<file path="src/rtl/nibble_serial_comparator.sv">
// Serial magnitude comparator: compares A and B one nibble per cycle, MSB first,
// and falls back to the cascade inputs when every nibble matches.
module nibble_serial_comparator #(
  parameter int WIDTH = 16
) (
  input  logic             clk,
  input  logic             rst,
  input  logic             start,
  input  logic [WIDTH-1:0] a,
  input  logic [WIDTH-1:0] b,
  input  logic             e,
  input  logic             l,
  input  logic             g,
  output logic             busy,
  output logic             done,
  output logic             E,
  output logic             L,
  output logic             G
);

  localparam int N  = WIDTH / 4;
  localparam int IW = (N > 1) ? $clog2(N) : 1;

  typedef enum logic [1:0] {IDLE, CMP, FIN} state_t;

  state_t           state;
  logic [WIDTH-1:0] aReg;
  logic [WIDTH-1:0] bReg;
  logic             eReg;
  logic             lReg;
  logic             gReg;
  logic             decided;
  logic             gtRec;
  logic [IW-1:0]    idx;

  logic [3:0]       aNib;
  logic [3:0]       bNib;
  logic             decNext;
  logic             gtNext;

  // Operands shift left each CMP cycle, so the nibble under test is always on top.
  // Once decided, the recorded direction is frozen.
  always_comb begin
    aNib    = aReg[WIDTH-1 -: 4];
    bNib    = bReg[WIDTH-1 -: 4];
    decNext = decided | (aNib != bNib);
    gtNext  = decided ? gtRec : (aNib > bNib);
  end

  always_ff @(posedge clk) begin
    if (rst) begin
      state   <= IDLE;
      aReg    <= '0;
      bReg    <= '0;
      eReg    <= 1'b0;
      lReg    <= 1'b0;
      gReg    <= 1'b0;
      decided <= 1'b0;
      gtRec   <= 1'b0;
      idx     <= '0;
      busy    <= 1'b0;
      done    <= 1'b0;
      E       <= 1'b0;
      L       <= 1'b0;
      G       <= 1'b0;
    end else begin
      done <= 1'b0;
      case (state)
        IDLE: begin
          if (start) begin
            aReg    <= a;
            bReg    <= b;
            eReg    <= e;
            lReg    <= l;
            gReg    <= g;
            decided <= 1'b0;
            gtRec   <= 1'b0;
            idx     <= IW'(N - 1);
            busy    <= 1'b1;
            state   <= CMP;
          end
        end
        CMP: begin
          decided <= decNext;
          gtRec   <= gtNext;
          aReg    <= aReg << 4;
          bReg    <= bReg << 4;
          if (idx == '0) begin
            state <= FIN;
            busy  <= 1'b0;
            done  <= 1'b1;
            // The last nibble's outcome is folded in here via decNext/gtNext.
            if (decNext) begin
              E <= 1'b0;
              L <= ~gtNext;
              G <= gtNext;
            end else if (eReg) begin
              E <= 1'b1;
              L <= 1'b0;
              G <= 1'b0;
            end else begin
              E <= 1'b0;
              L <= lReg;
              G <= gReg;
            end
          end else begin
            idx <= idx - 1'b1;
          end
        end
        FIN: begin
          state <= IDLE;
        end
        default: begin
          state <= IDLE;
          busy  <= 1'b0;
        end
      endcase
    end
  end

endmodule

</file>
<file path="config.mk">
export PLATFORM = sky130hd
export DESIGN_NAME = nibble_serial_comparator
export DESIGN_NICKNAME = d
export VERILOG_FILES = /design/src/rtl/nibble_serial_comparator.sv
export SDC_FILE = /design/constraint.sdc
export NUM_CORES = 1
export LEC_CHECK = 0
export ABC_AREA = 1
export CAP_MARGIN = 0
export CORE_UTILIZATION = 29
export CTS_BUF_LIST = sky130_fd_sc_hd__clkbuf_4
export DETAILED_ROUTE_END_ITERATION = 8
export HOLD_SLACK_MARGIN = 0.03
export PLACE_DENSITY = 0.54
export SLEW_MARGIN = 15
export SYNTH_ARGS = -nofsm -noshare
export SYNTH_HDL_FRONTEND = slang
export SYNTH_SLANG_ARGS = --single-unit
</file>
<file path="constraint.sdc">
create_clock -name clk -period 3.9 [get_ports clk]
set_input_delay 0.78 -clock clk [delete_from_list [all_inputs] [get_ports clk]]
set_output_delay 0.78 -clock clk [all_outputs]
set_load 0.02 [all_outputs]
</file>
# After elaboration in Yosys (flattened, before gate mapping)
# Cells that the tools add are included.
dict set report totals {
  register_bits 46
  in_bits 38
  out_inout_bits 5
  elab_cells 60
}
dict set report classes {
  n_addsub 1
  magnitude_cmp 1
  n_eq_ne 6
  n_mux 24
  n_bitwise 4
  reduce_logical 10
}
# cell n
set op_table {}
lappend op_table {{$pmux 16 s2} 2}
lappend op_table {{$mux 16} 2}
lappend op_table {{$mux 1} 11}
lappend op_table {{$mux 2} 4}
lappend op_table {{$pmux 2 s2} 2}
lappend op_table {{$reduce_and 2->1} 4}
lappend op_table {{$ne 2x2->1 const B} 3}
lappend op_table {{$reduce_and 3->1} 2}
lappend op_table {{$gt 4x4->1} 1}
lappend op_table {{$logic_not 2->1} 2}
lappend op_table {{$ne 4x4->1} 1}
lappend op_table {{$pmux 1 s2} 2}
lappend op_table {{$not 1->1} 3}
lappend op_table {{$pmux 1 s3} 1}
lappend op_table {{$eq 2x1->1 const B} 1}
lappend op_table {{$eq 2x2->1 const B} 1}
lappend op_table {{$reduce_bool 2->1} 1}
lappend op_table {{$reduce_or 2->1} 1}
lappend op_table {{$sub 2x1->2 const B} 1}
lappend op_table {{$or 1x1->1} 1}

# Depth between registers and ports, before layout
# Gate-level depths: netlist of run 1.
dict set report depth {
  depth_word 4
  mapped_depth 11
  mapped_depth_nobuf 11
}

# Worst setup path after synthesis of run 1
# No wires, ideal clock.
dict set report synth_timing {
  kind {input to register}
  startpoint {input port rst}
  endpoint {register aReg[10]}
  setup_ns 0.074
  t_arrival_ns 1.302
  required_ns 3.826
  setup_slack_ns 2.523
  stages 4
  path_buffers 1
  path_cell_list {inv_1 > clkbuf_1 > o21ai_0 > a31oi_1}
}
# item line_no
set synth_rtl {}
lappend synth_rtl {{start: declaration} 7} ;# input logic rst,
lappend synth_rtl {{end signal: assignment} 86} ;# aReg <= aReg << 4;
lappend synth_rtl {{end: declaration} 27} ;# logic [WIDTH-1:0] aReg;

# Worst setup path in the final report of run 1
dict set report layout_timing {
  startpoint {register state[0]}
  endpoint {register bReg[8]}
}
dict set report layout_between {
  elab_chain_cells 3
  word_cells_on_any_way 6
  classes_between {2 x eq/ne; 1 x mux; 3 x reduce/logical}
}
# item line_no
set layout_lines {}
lappend layout_lines {{start: declaration} 26} ;# state_t state;
lappend layout_lines {{start signal: assignment} 52} ;# state <= IDLE;
lappend layout_lines {{start signal: assignment} 80} ;# state <= CMP;
lappend layout_lines {{start signal: assignment} 89} ;# state <= FIN;
lappend layout_lines {{$eq 2x1->1 or $logic_not 2->1 (tied branches)} 68} ;# case (state)
lappend layout_lines {{$reduce_bool 2->1 (no source line) or $ne 2x2->1 (tied branches)} n/a}
lappend layout_lines {{$reduce_and 2->1 (no source line)} n/a}
lappend layout_lines {{end signal: assignment} 87} ;# bReg <= bReg << 4;
lappend layout_lines {{end: declaration} 28} ;# logic [WIDTH-1:0] bReg;
# Several ways; a longest one is shown, not always the timed one.
# A chain may end at the register's enable or synchronous reset.

==> metrics.md, run 1 <==
| Metric | Value |
|---|---|
| Max Clk Rate | 428.5 MHz |
| Clk buf depth | 2 |
| Leakage | 0.9486 nW |
| Gr usage total | 13.26% |
| Reg2reg end | bReg[8] |
| Area Overhead vs Synth | 23.23% |
| Die area | between 7000 and 8000 µm² |
| Iter 0 DRT Violations | 82 |
| Vias in the first global route | 1678 |
| Reg clk slew, reported paths | 0.13 ns |
| Status | complete, no violations |
| PwrDens | 402.7 nW/µm² |
| CTS Sinks | 46 |
| DR vias/cell | 4.803 |
| Critical R2R Launch | state[0] |
| H-tree Lvls | 2 |
| Clk Latency, worst-skew pair | 0.35 ns |
| Setup ws final | 1.566 ns |
| Mean Syn Cell Area | 7.603 µm² |
| Internal reg-to-reg setup slack | ~1.6 ns |
| Slew Viols, Final | 0 |
| RSZ-0062 raised after global routing | false |
| Commonest non-fill, non-tap cell in the layout | nand2_1 |
| Drt wl/cell | around 12 µm |
| Residual DRC | 0 |
| Top cells by area, synth | dfxtp_1 (47%), nand2_1 (14%), a31oi_1 (7.9%) |
| Max cap viols | 0 |
| FF+latch count, synth | 46 |
| First-pass GRT wire length | between 7 and 8 mm |
| Diode count | 0 |
| Num CTS Buffers | 5 |
| Number of synthesized flops with an enable pin | 0 |
| Max VDD drop | ~0.15 mV |
| DR vias | 1777 |
| Cell count after synthesis | 260 |
| Total Neg Setup Slack | 0 ns |
| Total Wirelength | 4.435 mm |
| Critical path arrival | 2.62 ns |
| Commonest non-fill, non-tap cells in the layout | nand2_1 (74), dfxtp_1 (46), clkdlybuf4s50_1 (42), o21ai_0 (30), a31oi_1 (25) |
| CTS resizes | 0 |
| Largest net degree at the start of global routing | 49 |
| Startpoint Class | flop |
| Synth top area share | 46.58% |
| Post-CTS Setup Repair Bufs | 0 |
| Hold Path Depth | 2 |
| Core area | 6459 µm² |
| Fin. Hold Viols | 0 |
| Gr ovfl total | 0 |
| YS warnings | 0 |
| Dpl hpwl | 2.980 mm |
| Dpl ws | 1.226 ns |
| Die Span Y | 84.57 µm |
| Final period util | 59.84% |
| PortBufs | 42 |
| Initial antenna violation count | 0 |
| ANT nets after route | 0 |
| TritonCTS clock tree | built |
| Rows | 29 |
| Worst slew pin tran | 0.7979 ns |
| Share of layout cells above drive strength 1 | 4.437% |
| Slew margin rel. | 46.75% |
| Sequential share of the synthesized area | between 40% and 50% |
| Fin nets | about 340 |
| Unique masters post-synth | 20 |
| Crit Path Max Fanout | 48 |
| FF-to-FF path depth | 6 |
| Die Width | 84.57 µm |
| Crit path time final | 2.334 ns |
| Count of final setup violators | 0 |
| Hold WS | 0.4704 ns |
| Pwr Total | 0.9810 mW |
| Setup CP Type | reg2reg |
| Crit. End Element | flop |
| CTS Hold Bufs | 0 |
| Worst Path Required | 4.18 ns |
| Synthesized cell area | 1977 µm² |
| Async S/R FF share, synth | 0% |
| Worst hold path startpoint | eReg |
| Clk_skew | ~0.007 ns |
| Most used DFF post-synth | dfxtp_1 |
| Worst Hold Path EP | E |
| Initial core utilization | 30.61% |
| HP Class | reg2reg |
| GPL Wtd Cong | 0.7127 |
| Utilization after layout | 37.72% |
| Mapped Nets | between 300 and 400 |
| Post-synth top area cell | dfxtp_1 |
| Root Driver | clkbuf_4 |
| Initial DRT Pass Iterations | 4 |
| Top-Level Pins | 43 |
## worst max-delay path by stage
stage	to	start	slack [ns]
2_1_floorplan	aReg[10]	rst	2.52
3_3_place_gp	idx[0]	rst	1.24
3_5_place_dp	bReg[6]	rst	1.23
4_1_cts	aReg[11]	state[0]	1.54
5_1_grt	aReg[11]	state[0]	1.25
6_report	bReg[8]	state[0]	1.57
## power breakdown
| group | internal, mW | switching, mW | total [mW] | leakage [nW] |
|---|---|---|---|---|
| Sequential | 0.517 | 0.0233 | 0.540 | 0.380 |
| Combinational | 0.0935 | 0.127 | 0.221 | 0.540 |
| Clock | 0.0745 | 0.145 | 0.220 | 0.0278 |
| Total | 0.685 | 0.296 | 0.981 | 0.949 |
## Yosys cell counts, types with 2 or more instances
library cell  count
buf_6             4
ha_1              5
o21ai_1           3
nand2_1          74
nor2_1            9
nand3_1          12
buf_2             4
a31oi_1          25
inv_2             2
inv_1            14
a21oi_1          16
o21ai_0          30
dfxtp_1          46
buf_4             4
nor3_1            4
clkbuf_1          4
## worst max-delay path, cell delays in order, from the launching register on
cell     delay (ns)
dfxtp_1        0.36
inv_2          0.05
nor2_4         0.53
inv_4          0.30
nand2_2        0.64
o21ai_0        0.16
a31oi_1        0.18
## registers in the layout, indices dropped and copies added (netlist names)
signal,cells
aReg,16
bReg,16
idx,2
state,2
E,1
G,1
L,1
busy,1
decided,1
done,1
eReg,1
gReg,1
gtRec,1
lReg,1
## routing by layer
| metal | wire length [µm] | global-route usage (%) | share of wire (%) | vias up |
|---|---|---|---|---|
| li1 | - | - | - | 942 |
| met1 | 2196 | 17.15 | 50 | 791 |
| met2 | 1959 | 21.06 | 44 | 35 |
| met3 | 163 | 2.557 | 3.7 | 9 |
| met4 | 117 | 6.780 | 2.6 | 0 |
| met5 | 0 | 0 | 0 | - |
## area by class of cell
cell class,count,area [µm²]
clock inverter,1,7.507
sequential,46,920.9
tap,77,96.34
fill,707,4023
inverter,17,66.31
clock buffer,6,45.04
multi-input combinational,181,879.6
timing repair buffer,42,420.4
## stage by stage
| stage | std cells | cell area (µm²) |
|---|---|---|
| global placement | 363 | 2384 |
| finish | 370 | 2436 |
| floorplan | 260 | 1977 |
| global route | 370 | 2436 |
| detailed placement | 363 | 2384 |
| CTS | 370 | 2436 |
## cell families after synthesis
| family | count (synthesis) | share of synthesized area (%) |
|---|---|---|
| simple gates | 102 | 21.01 |
| compound gates | 74 | 20.32 |
| flops | 46 | 46.58 |
| buf+inv | 33 | 8.924 |
| fa+ha+maj | 5 | 3.165 |
Power figures use the tool's default switching activity.
==> run 2: changes to the inputs <==
Settings changed: PLACE_DENSITY 0.54 to 0.55.
Clock period 3.9 ns to 1.9 ns, I/O delays scaled along.
==> run 2 against run 1 <==
The run now ends with design-rule violations left. Clock skew decreased by 0.0021 ns. Highest routed layer unchanged. Largest cell class unchanged. Utilization grew 0.85 points. Largest power group unchanged. Critical endpoint is now E. Critical path depth decreased by 5.
==> metrics.md, run 2 (same netlist as run 1, synthesis figures left out) <==
| Metric | Value |
|---|---|
| Top flop regs | aReg x16, bReg x16 |
| Max cap viols | 0 |
| Root Driver | clkbuf_4 |
| Status | finished with violations |
| Worst path cell trace | clkdlybuf4s50_1 |
| Largest net degree at the start of global routing | 49 |
| Internal reg-to-reg setup slack | approximately 0.37 ns |
| Max Clk Rate | 589.7 MHz |
| CP delay by family, top | buffers and inverters |
| Diode count | 0 |
| Worst Path Required | between 1.5 and 2 ns |
| Gr ovfl total | 0 |
| Top-Level Pins | 43 |
| Most used routing layer | met2 |
| Slew margin rel. | 69.79% |
| CP max-delay cell | clkdlybuf4s50_1 |
| Fin. Hold Viols | 0 |
| Count of final setup violators | 0 |
| Die Span Y | 84.57 µm |
| PortBufs | 42 |
| Worst hold path startpoint | eReg |
| CTS Sinks | 46 |
| Dpl hpwl | 3.141 mm |
| Drt wl/cell | 12.35 µm |
| Gr usage total | 14.07% |
| Crit path time final | 1.696 ns |
| Initial DRT Pass Iterations | 6 |
| Reg clk slew, reported paths | 0.13 ns |
| Reg2reg end | L |
| Die area | a little over 7000 µm² |
| Commonest non-fill, non-tap cell in the layout | nand2_1 |
| H-tree Lvls | 2 |
| FF-to-FF path depth | 7 |
| CTS Hold Bufs | 0 |
| Total Neg Setup Slack | 0 ns |
| Violated checks | design-rule violations |
| Max VDD drop | 0.3128 mV |
| Initial core utilization | 30.61% |
| Worst Hold Path EP | E |
| GPL Wtd Cong | 0.7750 |
| Pwr Total | around 2.1 mW |
| Commonest non-fill, non-tap cells in the layout | nand2_1 (74), dfxtp_1 (46), clkdlybuf4s50_1 (42), o21ai_0 (30), a31oi_1 (25) |
| HP Class | reg2reg |
| PwrDens | 826.3 nW/µm² |
| ANT nets after route | 0 |
| Startpoint Class | flop |
| Clk buf depth | 2 |
| Iter 0 DRT Violations | 90 |
| RSZ-0062 raised after global routing | false |
| Residual DRC | 6 |
| Crit. End Element | output pin |
| Num CTS Buffers | 5 |
| First-pass GRT wire length | 7.997 mm |
| Grt met2 use | 22.99% |
| Leakage | 0.9838 nW |
| Crit Path Max Fanout | 2 |
| DR vias/cell | 4.779 |
| Worst slew pin tran | 0.4497 ns |
| Clk_skew | 0.004752 ns |
| Final period util | 89.25% |
| DR vias | 1797 |
| Vias in the first global route | 1723 |
| Grt met3 use | under 10% |
| Hold Path Depth | 2 |
| Share of layout cells above drive strength 1 | 6.020% |
| Worst path buffer plus inverter count | 1 |
| Slew Viols, Final | 0 |
| Fin nets | 341 |
| M1 GR Usage | 18.54% |
| Total Wirelength | around 4.6 mm |
| CTS resizes | 0 |
| Critical path arrival | 1.32 ns |
| Critical R2R Launch | bReg[15] |
| Die Width | 84.57 µm |
| TritonCTS clock tree | built |
| Setup CP Type | reg2out |
| Clk Latency, worst-skew pair | 0.35 ns |
| Utilization after layout | 38.57% |
| Core area | 6459 µm² |
| CP max stage delay | about 0.60 ns |
| Initial antenna violation count | 0 |
| Post-CTS Setup Repair Bufs | 0 |
| Rows | 29 |
| Area Overhead vs Synth | 26.01% |
[run 2: cell count changes in the layout (fill, tap and decap cells not counted)]
cell	change
buf_12	+1
buf_4	+4
clkinv_1	+1
clkinvlp_4	-1
inv_6	+1
[run 2: per-layer routing]
layer,vias to the layer above,share of wire (%)
met5,-,0
met4,0,1.4
met3,5,3.7
met2,30,46
met1,814,49
li1,948,-
[run 2: area by class of cell]
class                           instances  area [µm²]
Fill cell                             697        3968
Sequential cell                        46       920.9
Multi-Input combinational cell        181       879.6
Timing Repair Buffer                   47       470.5
Tap cell                               77       96.34
Inverter                               17       66.31
Clock buffer                            6       45.04
Clock inverter                          2       12.51
[run 2: where the power goes]
part / switching (mW) / total, mW / internal, mW
Combinational: 0.267 / 0.475 / 0.208
Sequential: 0.0479 / 1.11 / 1.06
Clock: 0.313 / 0.474 / 0.161
Total: 0.628 / 2.06 / 1.43
[run 2: how the worst max path moves through the flow]
stage	start	to	slack [ns]	cells after the start
floorplan	bReg[15]	L	0.59	7
global route	L	L	0.12	1
global placement	start	bReg[4]	0.32	6
CTS	E	E	0.17	1
detailed placement	start	bReg[12]	0.28	6
finish	E	E	0.20	1
[run 2: per-stage QoR]
stage / hold WS (ns) / instance area, µm² / setup slack, ns / instances
detailed placement: 0.4508 / 2434 / 0.2829 / 368
finish: 0.4672 / 2491 / 0.2043 / 376
CTS: 0.4693 / 2491 / 0.1731 / 376
floorplan: 0.4374 / 1977 / 0.5872 / 260
global placement: 0.4526 / 2434 / 0.3170 / 368
global route: 0.4928 / 2491 / 0.1169 / 376
==> run 3: changes to the inputs <==
Settings changed: DONT_BUFFER_PORTS set to 1, PLACE_DENSITY 0.55 to 0.47, SKIP_LAST_GASP set to 1.
==> run 3 against run 2 <==
The flow still finishes with violations (design-rule violations). Critical path depth rose by 7. Utilization fell by 5.6 points. Combinational power fell by 23%. Sequential power about the same. Final area decreased by 15%. Clock skew grew 0.0032 ns. Non-clock buffer count decreased by 41. First-iteration DRC count fell by 21%. Register-to-register slack hardly changed. Largest power group unchanged. Highest routed layer unchanged.
==> metrics.md, run 3 (same netlist as run 1, synthesis figures left out) <==
| Metric | Value |
|---|---|
| Critical R2R Launch | bReg[15] |
| Num CTS Buffers | 5 |
| Gr ovfl total | 0 |
| Finished Cell Area | approximately 2100 µm² |
| Total Wirelength | ~4.7 mm |
| Clk_skew | around 0.0079 ns |
| Diode count | 0 |
| Critical path depth | 8 |
| Area Overhead vs Synth | 7.721% |
| Final period util | 81.17% |
| Die Span Y | 84.57 µm |
| Share of layout cells above drive strength 1 | under 10% |
| Setup CP Type | reg2reg |
| FF-to-FF path depth | 8 |
| Reg clk slew, reported paths | 0.14 ns |
| Iter 0 DRT Violations | 71 |
| PwrDens | between 1000 and 1500 nW/µm² |
| Top-Level Pins | 43 |
| Total Neg Setup Slack | 0 ns |
| Crit. End Element | flop |
| Slew margin rel. | 67.05% |
| Max Clk Rate | 648.4 MHz |
| Worst slew pin tran | 0.4905 ns |
| TritonCTS clock tree | built |
| Post-CTS Setup Repair Bufs | 0 |
| CP max-delay cell | nor3_1 |
| Max VDD drop | 0.5527 mV |
| H-tree Lvls | 2 |
| Fin. Hold Viols | 0 |
| Dpl hpwl | 3.184 mm |
| Critical path arrival | 1.86 ns |
| Fin nets | 300 |
| Clk Latency, worst-skew pair | 0.36 ns |
| Commonest non-fill, non-tap cell in the layout | nand2_1 |
| GPL Wtd Cong | around 0.71 |
| Status | finished with violations |
| Pwr Total | 2.232 mW |
| Count of final setup violators | 0 |
| Startpoint Class | flop |
| Rows | 29 |
| Max cap viols | 0 |
| Top flop regs | aReg x16, bReg x16 |
| Hold WS | 0.06058 ns |
| Worst Path Required | 2.22 ns |
| DR vias/cell | 4.842 |
| Initial antenna violation count | 0 |
| RSZ-0062 raised after global routing | false |
| Commonest non-fill, non-tap cells in the layout | nand2_1 (74), dfxtp_1 (46), o21ai_0 (30), a31oi_1 (25), a21oi_1 (16) |
| Violated checks | design-rule violations |
| CTS resizes | 0 |
| Slew Viols, Final | 0 |
| Root Driver | clkbuf_4 |
| DR vias | about 1600 |
| ANT nets after route | 0 |
| Reg2reg end | G |
| Largest net degree at the start of global routing | 49 |
| Initial DRT Pass Iterations | 6 |
| Endpoint of the worst setup timing path | G |
| Initial core utilization | 30.61% |
| CTS Sinks | 46 |
| Die Width | 84.57 µm |
| PortBufs | 0 |
| Die area | ~7200 µm² |
| Vias in the first global route | 1624 |
| Gr usage total | 14.16% |
| Crit Path Max Fanout | 4 |
| First-pass GRT wire length | 7.941 mm |
| Internal reg-to-reg setup slack | 0.36 ns |
| Crit path time final | 1.542 ns |
| Utilization after layout | 32.97% |
| CP max stage delay | 0.43 ns |
| CP delay by family, top | simple AND/OR/NAND/NOR gates |
| Clk buf depth | 2 |
| Worst path buffer plus inverter count | 1 |
| Critical Path Source | bReg[15] |
| Core area | 6459 µm² |
| HP Class | in2reg |
| Worst path cell trace | inv_1 > ha_1 > nand2_1 > nor3_1 > nand3_1 > nand2_1 > nor2_1 > nor2_1 |
| Drt wl/cell | approximately 14 µm |
| Leakage | 0.8470 nW |
| Residual DRC | 3 |
| Placed cell area | 2013 µm² |
## run 3: cell types whose count changed in the layout (fill, tap and decap cells not counted)
cell / delta
clkinv_1: -1
clkdlybuf4s50_1: -42
bufinv_16: +2
dlygate4sd3_1: +1
inv_6: -1
clkbuf_4: -1
clkinv_4: +1
## run 3: repair_timing
item	in CTS	in global routing
setup endpoints to repair	0	0
hold buffers	0	1
hold endpoints to repair	0	2
## run 3: power breakdown
group / switching, mW / internal (mW)
Clock: 0.330 / 0.412
Combinational: 0.237 / 0.130
Sequential: 0.0608 / 1.06
Total: 0.628 / 1.60
## run 3: how the worst min path moves through the flow
stage	to	cells past startpoint	slack (ns)	startpoint
2_1_floorplan	E	2	0.44	eReg
3_3_place_gp	bReg[3]	1	0.45	rst
4_1_cts	busy	1	0.04	rst
3_5_place_dp	bReg[0]	1	0.45	rst
6_report	state[0]	1	0.06	rst
5_1_grt	aReg[2]	1	0.03	rst
## run 3: through the flow
step / worst slack, ns / cells
2_1_floorplan: 0.5872 / 260
3_3_place_gp: 0.4366 / 326
3_5_place_dp: 0.3858 / 326
4_1_cts: 0.3555 / 334
5_1_grt: 0.1876 / 335
6_report: 0.3578 / 335
## run 3: layer usage
metal / wire, µm / track usage, % / share of wire [%]
met1: 2308 / 18.83 / 49
met2: 2025 / 21.80 / 43
met3: 280 / 3.835 / 6.0
met4: 53 / 5.547 / 1.1
met5: 0 / 0 / 0
## run 3: area by class of cell
class                   count  area, µm²
fillers                   726       4329
flip-flops and latches     46      920.9
multi-input cells         181      879.6
well taps                  77      96.34
clock inverters             3      68.82
inverters                  17      66.31
repair buffers              6      60.06
clock buffers               5      37.54
## run 3: worst reg2reg max path, cell delays in order (launching register included)
cell and delay, ns:
dfxtp_1 0.35, inv_1 0.04, ha_1 0.28, nand2_1 0.08
nor3_1 0.43, nand3_1 0.13, nand2_1 0.08, nor2_1 0.04
nor2_1 0.07
